**src/rtl/llr_compose_seq_if.sv**
```systemverilog
// Sample stream bundle for llr_compose_seq: (sign, magnitude) in, two's-complement LLR out.
// The slave modport is the composer; the master modport is whoever feeds it and drains it.
interface llr_compose_seq_if #(
  parameter int LLR_LEN = 4
);
  logic               in_valid;
  logic               out_in_ready;
  logic               in_sign;
  logic [LLR_LEN-2:0] in_mag;
  logic               out_valid;
  logic               in_out_ready;
  logic [LLR_LEN-1:0] out_llr;
  logic               out_last;

  modport master (
    output in_valid, in_sign, in_mag, in_out_ready,
    input  out_in_ready, out_valid, out_llr, out_last
  );

  modport slave (
    input  in_valid, in_sign, in_mag, in_out_ready,
    output out_in_ready, out_valid, out_llr, out_last
  );
endinterface

```
**src/rtl/llr_compose_seq.sv**
```systemverilog
// Rebuilds two's-complement LLRs from (sign, magnitude) samples through a 2-entry
// output FIFO, tagging the final sample of each CW_LEN-sample codeword with last.
module llr_compose_seq #(
  parameter     OUTTER_NAME = "",
  parameter     MODULE_NAME = "llr_compose_seq",
  parameter int LLR_LEN     = 4,
  parameter int CW_LEN      = 15
) (
  input  logic               clk,
  input  logic               in_ctr_Srst_n,
  llr_compose_seq_if.slave   io
);
  localparam int             CNT_W    = $clog2(CW_LEN + 1);
  localparam logic [CNT_W-1:0] CNT_LAST = CNT_W'(CW_LEN - 1);

  logic [1:0]         count_reg, count_next;
  logic               wr_ptr_reg, rd_ptr_reg;
  logic [CNT_W-1:0]   cnt_reg, cnt_next;
  logic               push, pop;
  logic [LLR_LEN-1:0] conv_llr;
  logic               conv_last;

  // A negative decision with zero magnitude maps to -1 so the sign survives.
  always_comb begin
    conv_llr = {1'b0, io.in_mag};
    if (io.in_sign) begin
      if (io.in_mag == '0) conv_llr = '1;
      else                 conv_llr = ~{1'b0, io.in_mag} + LLR_LEN'(1);
    end
  end

  assign conv_last       = (cnt_reg == CNT_LAST);
  assign io.out_in_ready = (count_reg != 2'd2);
  assign io.out_valid    = (count_reg != 2'd0);
  assign push            = io.in_valid & io.out_in_ready;
  assign pop             = io.out_valid & io.in_out_ready;

  always_comb begin
    count_next = count_reg;
    case ({push, pop})
      2'b10:   count_next = count_reg + 2'd1;
      2'b01:   count_next = count_reg - 2'd1;
      default: count_next = count_reg;
    endcase
  end

  always_comb begin
    cnt_next = cnt_reg;
    if (push) cnt_next = conv_last ? '0 : cnt_reg + CNT_W'(1);
  end

  always_ff @(posedge clk) begin
    if (!in_ctr_Srst_n) begin
      count_reg  <= 2'd0;
      wr_ptr_reg <= 1'b0;
      rd_ptr_reg <= 1'b0;
      cnt_reg    <= '0;
    end else begin
      count_reg <= count_next;
      cnt_reg   <= cnt_next;
      if (push) wr_ptr_reg <= ~wr_ptr_reg;
      if (pop)  rd_ptr_reg <= ~rd_ptr_reg;
    end
  end

  // Entries are cleared on reset so out_llr/out_last read as zero afterwards.
  for (genvar gi = 0; gi < 2; gi++) begin : g_entry
    logic [LLR_LEN-1:0] llr_reg;
    logic               last_reg;

    always_ff @(posedge clk) begin
      if (!in_ctr_Srst_n) begin
        llr_reg  <= '0;
        last_reg <= 1'b0;
      end else if (push && (wr_ptr_reg == 1'(gi))) begin
        llr_reg  <= conv_llr;
        last_reg <= conv_last;
      end
    end
  end

  assign io.out_llr  = rd_ptr_reg ? g_entry[1].llr_reg  : g_entry[0].llr_reg;
  assign io.out_last = rd_ptr_reg ? g_entry[1].last_reg : g_entry[0].last_reg;
endmodule

```
**src/flat_wrapper.sv**
```systemverilog
// flat-port wrapper written by rule: the top's interface ports become plain ports
module llr_compose_seq_flat 
#(
  parameter     OUTTER_NAME = "",
  parameter     MODULE_NAME = "               ",
  parameter int LLR_LEN     = 4,
  parameter int CW_LEN      = 15
)
  (clk, in_ctr_Srst_n, io_in_valid, io_in_sign, io_in_mag, io_in_out_ready, io_out_in_ready, io_out_valid, io_out_llr, io_out_last);
  llr_compose_seq_if #(.LLR_LEN(LLR_LEN)) io_i ();
  input  logic clk;
  input  logic in_ctr_Srst_n;
  input wire logic [$bits(io_i.in_valid)-1:0] io_in_valid;
  input wire logic [$bits(io_i.in_sign)-1:0] io_in_sign;
  input wire logic [$bits(io_i.in_mag)-1:0] io_in_mag;
  input wire logic [$bits(io_i.in_out_ready)-1:0] io_in_out_ready;
  output wire logic [$bits(io_i.out_in_ready)-1:0] io_out_in_ready;
  output wire logic [$bits(io_i.out_valid)-1:0] io_out_valid;
  output wire logic [$bits(io_i.out_llr)-1:0] io_out_llr;
  output wire logic [$bits(io_i.out_last)-1:0] io_out_last;
  assign io_i.in_valid = io_in_valid;
  assign io_i.in_sign = io_in_sign;
  assign io_i.in_mag = io_in_mag;
  assign io_i.in_out_ready = io_in_out_ready;
  assign io_out_in_ready = io_i.out_in_ready;
  assign io_out_valid = io_i.out_valid;
  assign io_out_llr = io_i.out_llr;
  assign io_out_last = io_i.out_last;
  llr_compose_seq #(.OUTTER_NAME(OUTTER_NAME), .MODULE_NAME(MODULE_NAME), .LLR_LEN(LLR_LEN), .CW_LEN(CW_LEN)) u_core (.clk(clk), .in_ctr_Srst_n(in_ctr_Srst_n), .io(io_i));
endmodule
```
**config.mk**
```make
export PLATFORM = sky130hd
export DESIGN_NAME = llr_compose_seq_flat
export DESIGN_NICKNAME = d
export VERILOG_FILES = /design/src/rtl/llr_compose_seq_if.sv /design/src/rtl/llr_compose_seq.sv /design/src/flat_wrapper.sv
export SDC_FILE = /design/constraint.sdc
export NUM_CORES = 1
export LEC_CHECK = 0
export BUFFER_PORTS_ARGS = -buffer_cell sky130_fd_sc_hd__buf_2
export CAP_MARGIN = 30
export CORE_MARGIN = 4
export CORE_UTILIZATION = 57
export CTS_CLUSTER_SIZE = 24
export DETAILED_ROUTE_END_ITERATION = 12
export GPL_TIMING_DRIVEN = 1
export HOLD_SLACK_MARGIN = 0.08
export PLACE_DENSITY = 0.81
export SKIP_CTS_REPAIR_TIMING = 1
export SYNTH_ARGS = -nofsm -noshare
export SYNTH_HDL_FRONTEND = slang
export SYNTH_SLANG_ARGS = --single-unit
```
**constraint.sdc**
```tcl
create_clock -name clk -period 4 [get_ports clk]
set_input_delay 0.4 -clock clk [delete_from_list [all_inputs] [get_ports clk]]
set_output_delay 0.4 -clock clk [all_outputs]
set_load 0.005 [all_outputs]
```
# Word-level counts from Yosys, hierarchy flattened
# Cells that the tools add are included.
# W data, S select, Z words.
# totals
register_bits	18
output_inout_bits	7
# op_classes
addsub	4
eq_ne	4
muxes	6
bitwise_logic	5
reduce_logical	5
# ops
op	n
$mux W4	4
$add A4 B1 Y4 const B	2
$eq A4 B4 Y1 const B	1
$not A3 Y4	1
$pmux W2 S2	1
$reduce_bool A2 Y1	2
$logic_not A3 Y1	1
$add A2 B1 Y2 const B	1
$and A1 B1 Y1	2
$eq A2 B1 Y1 const B	1
$eq A2 B2 Y1 const B	1
$logic_and A1 B1 Y1	2
$ne A2 B2 Y1 const B	1
$not A1 Y1	2
$sub A2 B1 Y2 const B	1
$mux W1	1

# Logic depth before layout (Yosys ltp)
# Gate-level depths: netlist of the first run.
# depth
word_depth	4
depth_mapped	8
mapped_depth_nobuf	7

# Worst setup path before layout of the first run
# Ideal clock, no wire load.
# synth_path
kind	register to register
from	register u_core.count_reg[1]
to	register u_core.count_reg[1]
setup_time_ps	71
arrival_ps	1517
path_slack_ps	2412
path_stages_with_launch	8
path_buffers	1
path_cell_list	dfxtp_1 -> nor2b_2 -> inv_2 -> buf_2 -> nand2_1 -> ha_1 -> or3_1 -> a21oi_1
# synth_between
elab_chain_cells	4
word_cells_on_any_way	10
cone_classes	add/sub (2); eq/ne (3); mux (1); bitwise (2); reduce/logical (2)
# synth_lines
element	line	source
start: declaration	llr_compose_seq.sv:16	logic [1:0] count_reg, count_next;
start signal: assignment	llr_compose_seq.sv:59	count_reg <= count_next;
$ne A2 B2 Y1 (*)	llr_compose_seq.sv:33	assign io.out_in_ready = (count_reg != 2'd2);
via io_out_in_ready	flat_wrapper.sv:17	output wire logic [$bits(io_i.out_in_ready)-1:0] io_out_in_ready;
$and A1 B1 Y1 (*)	llr_compose_seq.sv:35	assign push = io.in_valid & io.out_in_ready;
$eq A2 B1 Y1 / $eq A2 B2 Y1 (equally long branches)	llr_compose_seq.sv:40	case ({push, pop})
$pmux W2 S2 / $reduce_bool A2 Y1 (equally long branches)	--	
# The timed path passes the listed nets; every way through them passes the cells marked *.
# A chain may end at the register's enable or synchronous reset.

# Worst setup path after layout of the first run
# layout_path
from	register u_core.count_reg[1]
to	register u_core.count_reg[1]
# layout_between
elab_chain_cells	4
word_cells_on_any_way	10
cone_classes	add/sub (2); eq/ne (3); mux (1); bitwise (2); reduce/logical (2)
# layout_lines
element	line
$ne A2 B2 Y1 / $reduce_bool A2 Y1 (equally long branches)	llr_compose_seq.sv:33, llr_compose_seq.sv:34
$and A1 B1 Y1 (on tied branches)	llr_compose_seq.sv:35, llr_compose_seq.sv:36
$eq A2 B1 Y1 / $eq A2 B2 Y1 (equally long branches)	llr_compose_seq.sv:40
$pmux W2 S2 / $reduce_bool A2 Y1 (equally long branches)	--
# Several ways; a longest one is shown, not always the timed one.

==> results of run 1 <==
==> worst min-delay path by stage <==
stage                     cells after the start                                 startpoint                                         to
final                                         3                              in_ctr_Srst_n  u_core.g_entry[1].llr_reg[2]$_SDFFE_PN0P_
after global routing                          3                              in_ctr_Srst_n  u_core.g_entry[1].llr_reg[3]$_SDFFE_PN0P_
after CTS                                     3                              in_ctr_Srst_n  u_core.g_entry[1].llr_reg[3]$_SDFFE_PN0P_
after detailed placement                      2  u_core.g_entry[1].llr_reg[3]$_SDFFE_PN0P_  u_core.g_entry[1].llr_reg[3]$_SDFFE_PN0P_
after global placement                        2  u_core.g_entry[1].llr_reg[3]$_SDFFE_PN0P_  u_core.g_entry[1].llr_reg[3]$_SDFFE_PN0P_
after floorplan                               2  u_core.g_entry[1].llr_reg[2]$_SDFFE_PN0P_  u_core.g_entry[1].llr_reg[2]$_SDFFE_PN0P_
==> per-stage QoR <==
stage | total power (uW) | utilization (%) | cell area (sq um) | cells | hold slack (ns)
3_3_place_gp | 418 | 63.6 | 958 | 130 | 0.458
5_1_grt | 579 | 66.0 | 995 | 134 | 0.438
6_report | 534 | 66.0 | 995 | 134 | 0.449
4_1_cts | 538 | 66.0 | 995 | 134 | 0.436
3_5_place_dp | 425 | 63.6 | 958 | 130 | 0.461
2_1_floorplan | 385 | - | 901 | 106 | 0.443
==> synthesized netlist by cell type, types with 2 or more instances <==
cell	n	area [sq um]
o31ai_1	2	15.0
o22ai_1	7	43.8
nand2b_1	3	18.8
mux2_2	5	56.3
nand2_1	10	37.5
nand3_1	4	20.0
clkbuf_1	3	11.3
ha_1	2	25.0
buf_2	2	10.0
nor3_1	2	10.0
o21ai_1	4	20.0
xnor2_1	2	17.5
a21oi_1	10	50.1
or3_1	2	12.5
nor2_1	4	15.0
nor2b_1	2	12.5
o21ai_0	3	15.0
a211oi_1	2	15.0
inv_1	5	18.8
dfxtp_1	18	360
==> cell families after synthesis <==
group | share of synthesized area (%)
xor gates and xnor gates | 2.92
buffers and inverters | 6.11
DFF | 40.0
AOI/OAI and AO/OA | 21.8
and+or+nand+nor | 20.1
adders and majority gates | 2.78
muxes | 6.25
==> power groups by stage <==
stage                     sequential, uW  clock [uW]  combinational, uW
after floorplan                      233           0                152
after global placement               246           0                172
after detailed placement             248           0                177
after CTS                            244         116                179
after global routing                 251         127                201
final                                244         112                178
==> worst reg2reg max path: stages (launching register included) <==
cell and delay [ns]:
dfxtp_1 0.39, nor2b_2 0.45, inv_2 0.19, nand2_1 0.11, ha_1 0.26, or3_1 0.35
a21oi_1 0.15
==> final cells by class <==
type / count / area, sq um
Multi-Input combinational cell: 76 / 485
Tap cell: 16 / 20.0
Fill cell: 141 / 512
Timing Repair Buffer: 14 / 70.1
Sequential cell: 18 / 360
Clock buffer: 4 / 36.3
Inverter: 6 / 22.5
==> routing by layer <==
metal / vias to the layer above / track usage, %
met5: - / 0
met4: 0 / 5.38
met3: 2 / 4.51
met2: 22 / 26.4
met1: 362 / 27.5
li1: 411 / -
==> summary.txt, run 1 <==
Route
  • Final wirelength: 1810 microns
  • Drt first pass iters: 4
  • WL met2: 793 microns
  • WL/cell: 13.5 microns
  • Wire length on met1: 889 microns
  • Met3 wire length: 116 microns
  • Via count: 797
  • Via density: 5.95
  • Max Used Layer: met4
  • ANT nets after route: 0
  • Detailed Route Iter0 Violations: 29
  • Remaining DRCs: 0

STA
  • Worst Tran Pin Value: 0.476 ns
  • RSZ-0062 raised after global routing: no
  • TNS Setup: 0 ns
  • Max Clock Freq: 512 MHz
  • Final period util: 48.8%
  • Rel. slew slack: 67.8%
  • Final hold violation count: 0
  • Final worst path period need: 1.95 ns
  • Slew Viols, Final: 0
  • Post-layout worst setup margin: 2.05 ns
  • Final setup skew: 0.00188 ns
  • Final Setup Violations: 0

Cells and area
  • Share of layout cells above drive strength 1: 22.9%
  • Final net count: 129
  • Area grow syn2layout: 10.4%
  • Most common cell after layout, fill and taps aside: dfxtp_1
  • Max reg flops: 8
  • Most frequent cells in the layout: dfxtp_1 (18), buf_2 (14), nand2_1 (10), a21oi_1 (10), o22ai_1 (7)
  • N_diodes: 0

Critical path
  • Crit-path max FO: 12
  • Worst r2r src: u_core.count_reg[1]$_SDFFE_PN0P_
  • Crit-path cells: nor2b_2 -> inv_2 -> nand2_1 -> ha_1 -> or3_1 -> a21oi_1
  • Slowest-stage cell, CP: nor2b_2
  • Critical Path Source Type: register
  • Worst Setup End Kind: register
  • Worst r2r dst: u_core.count_reg[1]$_SDFFE_PN0P_
  • Critical Path Sink: u_core.count_reg[1]$_SDFFE_PN0P_
  • Crit Path Class: reg2reg
  • Crit path buf inv count: 1
  • WP data arrival: 2.18 ns
  • CP top delay family: simple AND/OR/NAND/NOR gates
  • FF-to-FF path depth: 6
  • Register-to-register setup slack: 2.05 ns
  • Max incr delay on CP: 0.45 ns
  • Worst Setup SP: u_core.count_reg[1]$_SDFFE_PN0P_
  • WP depth: 6
  • Worst EP required: 4.22 ns

Floorplanning
  • IO Pins: 15
  • CORE AREA: 1510 sq um
  • Die area: 2280 sq um
  • Core Rows: 14
  • Starting density of the core: 59.8%
  • Die width: 47.8 microns
  • Die height: 47.8 microns

CTS
  • CTS H-tree depth: 1
  • Clock latency on the worst-skew pair: 0.29 ns
  • Root Driver: clkbuf_4
  • TritonCTS Buffers: 3
  • Clk slew on worst S/H paths: 0.10 ns
  • # clock sinks: 18
  • CTS Buffer Depth: 2
  • CTS tree: done

Pwr
  • Net Sw Frac: 34.1%
  • Int Pwr: 352 uW
  • Leak Pwr: 0.000400 uW
  • Reg power frac: 45.7%
  • Combinational share of power: 33.4%
  • Psw: 182 uW
  • Clk network pwr share: 20.9%
  • Power per cell area: 537 nW/um^2
  • Peak supply drop: 0.000288 V

Placed design
  • GP Congestion: 0.883
  • Port Buffer Count: 14
  • Post-Place Setup Slack: 2.10 ns
  • Final HPWL DP: 1350 microns

Global route
  • Remaining global-route overflow: 0
  • Overall Global Routing Usage: 18.6%
  • Vias in the first global route: 679
  • First-pass GRT wire length: 3020 microns
  • Largest net degree at the start of global routing: 13
  • Antenna violations before repair: 0

Synthesis
  • Asr flop ratio synth: 0%
  • Post-synth EDFFs: 0
  • Count of cell types in the netlist: 34
  • Warning count from the yosys run: 0
  • Avg Synthesized Cell Area: 8.50 sq um
  • Post-Syn Nets: 116
  • Sequential area share after synthesis: 40.0%
  • Synthesized instance count: 106
  • Flops & latches, synth: 18
  • Synth Flop Type: dfxtp_1
  • Cell area after synthesis: 901 sq um

Hold path
  • HP Class: in2reg

Job
  • Max_cap viols: 0

Outcome
  • Status: complete, no violations
Note: power is estimated with default switching activity, not from simulation.
==> inputs of run 2 (changes only) <==
--- a/config.mk
+++ b/config.mk
@@ -8,12 +8,12 @@
 export BUFFER_PORTS_ARGS = -buffer_cell sky130_fd_sc_hd__buf_2
 export CAP_MARGIN = 30
 export CORE_MARGIN = 4
-export CORE_UTILIZATION = 57
+export CORE_UTILIZATION = 48
 export CTS_CLUSTER_SIZE = 24
 export DETAILED_ROUTE_END_ITERATION = 12
 export GPL_TIMING_DRIVEN = 1
 export HOLD_SLACK_MARGIN = 0.08
-export PLACE_DENSITY = 0.81
+export PLACE_DENSITY = 0.72
 export SKIP_CTS_REPAIR_TIMING = 1
 export SYNTH_ARGS = -nofsm -noshare
 export SYNTH_HDL_FRONTEND = slang
==> constraint.sdc (replaced) <==
create_clock -name clk -period 1.6 [get_ports clk]
set_input_delay 0.16 -clock clk [delete_from_list [all_inputs] [get_ports clk]]
set_output_delay 0.16 -clock clk [all_outputs]
set_load 0.005 [all_outputs]
==> run 2 against run 1 <==
Net effect:
- global-route usage decreased by 2.7 points
- combinational power increased to 2.7 times the previous value
- critical path depth unchanged
- worst setup slack got worse by 1.9 ns
- first-iteration DRC count decreased by 38%
- sequential power increased to 2.5 times the previous value
- largest cell class unchanged
- highest routed layer unchanged
==> summary.txt, run 2 (synthesis gave the netlist of run 1 again) <==
Outcome
  • Status: complete, no violations

CTS
  • Clock latency on the worst-skew pair: 0.29 ns
  • Root Driver: clkbuf_4
  • # clock sinks: 18
  • CTS Buffer Depth: 2
  • TritonCTS Buffers: 3
  • CTS tree: done
  • Clk slew on worst S/H paths: 0.10 ns
  • CTS H-tree depth: 1

STA
  • RSZ-0062 raised after global routing: no
  • Rel. slew slack: 70.5%
  • Final worst path period need: 1.48 ns
  • Slew Viols, Final: 0
  • Final hold violation count: 0
  • Worst Tran Pin Value: 0.437 ns
  • Max Clock Freq: 678 MHz
  • TNS Setup: 0 ns
  • Final setup skew: 0.00429 ns
  • Final Setup Violations: 0
  • Final period util: 92.2%

Route
  • Drt first pass iters: 4
  • Detailed Route Iter0 Violations: 18
  • ANT nets after route: 0
  • WL/cell: 12.5 microns
  • Via density: 5.61
  • Final wirelength: 1810 microns
  • Via count: 814
  • Remaining DRCs: 0

Cells and area
  • Filler cells: 157
  • N_diodes: 0
  • Max reg flops: 8
  • Area grow syn2layout: 14.0%
  • Most frequent cells in the layout: dfxtp_1 (17), buf_2 (14), nand2_1 (10), a21oi_1 (10), o22ai_1 (7)
  • Share of layout cells above drive strength 1: 25.0%
  • Final net count: 131
  • Most common cell after layout, fill and taps aside: dfxtp_1

Global route
  • Vias in the first global route: 717
  • Overall Global Routing Usage: 15.8%
  • First-pass GRT wire length: 3100 microns
  • Antenna violations before repair: 0
  • Largest net degree at the start of global routing: 13
  • Remaining global-route overflow: 0

Critical path
  • WP data arrival: 1.71 ns
  • Register-to-register setup slack: 0.12 ns
  • CP top delay family: simple AND/OR/NAND/NOR gates
  • Worst EP required: 1.83 ns
  • WP depth: 6
  • Critical Path Source Type: register
  • Crit-path max FO: 5
  • Critical Path Sink: u_core.count_reg[1]$_SDFFE_PN0P_
  • FF-to-FF path depth: 6
  • Worst Setup End Kind: register
  • Crit Path Class: reg2reg
  • Worst r2r src: u_core.count_reg[1]$_SDFFE_PN0P_
  • Crit path buf inv count: 1
  • Max incr delay on CP: 0.38 ns
  • Worst Setup SP: u_core.count_reg[1]$_SDFFE_PN0P_
  • Worst r2r dst: u_core.count_reg[1]$_SDFFE_PN0P_
  • Slowest-stage cell, CP: dfxtp_1
  • Crit-path cells: nor2b_4 -> inv_2 -> nand2_1 -> ha_1 -> or3_1 -> a21oi_1

Placed design
  • Port Buffer Count: 14
  • Final HPWL DP: 1340 microns
  • GP Congestion: 0.770

Hold path
  • HP Class: in2reg
  • Worst Hold Launch: in_ctr_Srst_n

Floorplanning
  • Die area: 2630 sq um
  • IO Pins: 15
  • CORE AREA: 1750 sq um
  • Die height: 51.3 microns
  • Starting density of the core: 51.6%
  • Core Rows: 15
  • Die width: 51.3 microns

Pwr
  • Overall power: 1370 uW
  • Peak supply drop: 0.000642 V
  • Leak Pwr: 0.000411 uW
  • Power per cell area: 1340 nW/um^2

Job
  • Max_cap viols: 0
==> run 2: cell count changes in the layout (fill, tap and decap cells not counted), sizes merged <==
cell | before | now
buf | 14 | 16
==> run 2: worst register-to-register path: stages, from the launching register on <==
cell and delay, ns:
dfxtp_1 0.38, nor2b_4 0.18, inv_2 0.04, nand2_1 0.07
ha_1 0.26, or3_1 0.35, a21oi_1 0.14
==> run 2: layer usage <==
| metal | routed length (microns) | part of all wire, % | global-route usage (%) | vias to the layer above |
|---|---|---|---|---|
| li1 | - | - | - | 406 |
| met1 | 887 | 49 | 21.6 | 381 |
| met2 | 797 | 44 | 23.4 | 23 |
| met3 | 93 | 5.1 | 2.62 | 4 |
| met4 | 32 | 1.8 | 9.17 | 0 |
| met5 | 0 | 0 | 0 | - |
==> run 2: area by class of cell <==
class	instances	area (sq um)	area share [%]
multi-input cells	76	490	47.7
clock buffers	4	36.3	3.53
flip-flops and latches	18	362	35.2
inverters	6	22.5	2.19
well taps	25	31.3	3.05
repair buffers	16	85.1	8.28
==> run 2: power by group <==
| group | internal (uW) | total, uW | switching (uW) |
|---|---|---|---|
| sequential | 528 | 619 | 91.4 |
| combinational | 246 | 477 | 230 |
| clock | 139 | 278 | 139 |
==> run 2: through the flow <==
stage	cells	setup slack [ns]	utilization, %	hold WS [ns]	cell area, sq um
final	145	0.124	58.9	0.206	1030
after global routing	145	0.00808	58.9	0.197	1030
after CTS	145	0.0731	58.5	0.188	1020
after detailed placement	141	0.0991	56.4	0.459	985
after global placement	141	0.183	56.4	0.457	985
after floorplan	106	0.0121	-	0.340	901
==> run 2: worst min-delay path by stage <==
stage | depth (start not counted) | slack, ns | end
final | 3 | 0.21 | u_core.g_entry[1].llr_reg[3]$_SDFFE_PN0P_
after detailed placement | 2 | 0.46 | u_core.g_entry[1].llr_reg[3]$_SDFFE_PN0P_
after global routing | 3 | 0.20 | u_core.g_entry[0].llr_reg[3]$_SDFFE_PN0P_
after CTS | 3 | 0.19 | u_core.g_entry[1].llr_reg[3]$_SDFFE_PN0P_
after floorplan | 2 | 0.34 | u_core.g_entry[1].llr_reg[3]$_SDFFE_PN0P_
after global placement | 2 | 0.46 | u_core.g_entry[0].llr_reg[1]$_SDFFE_PN0P_
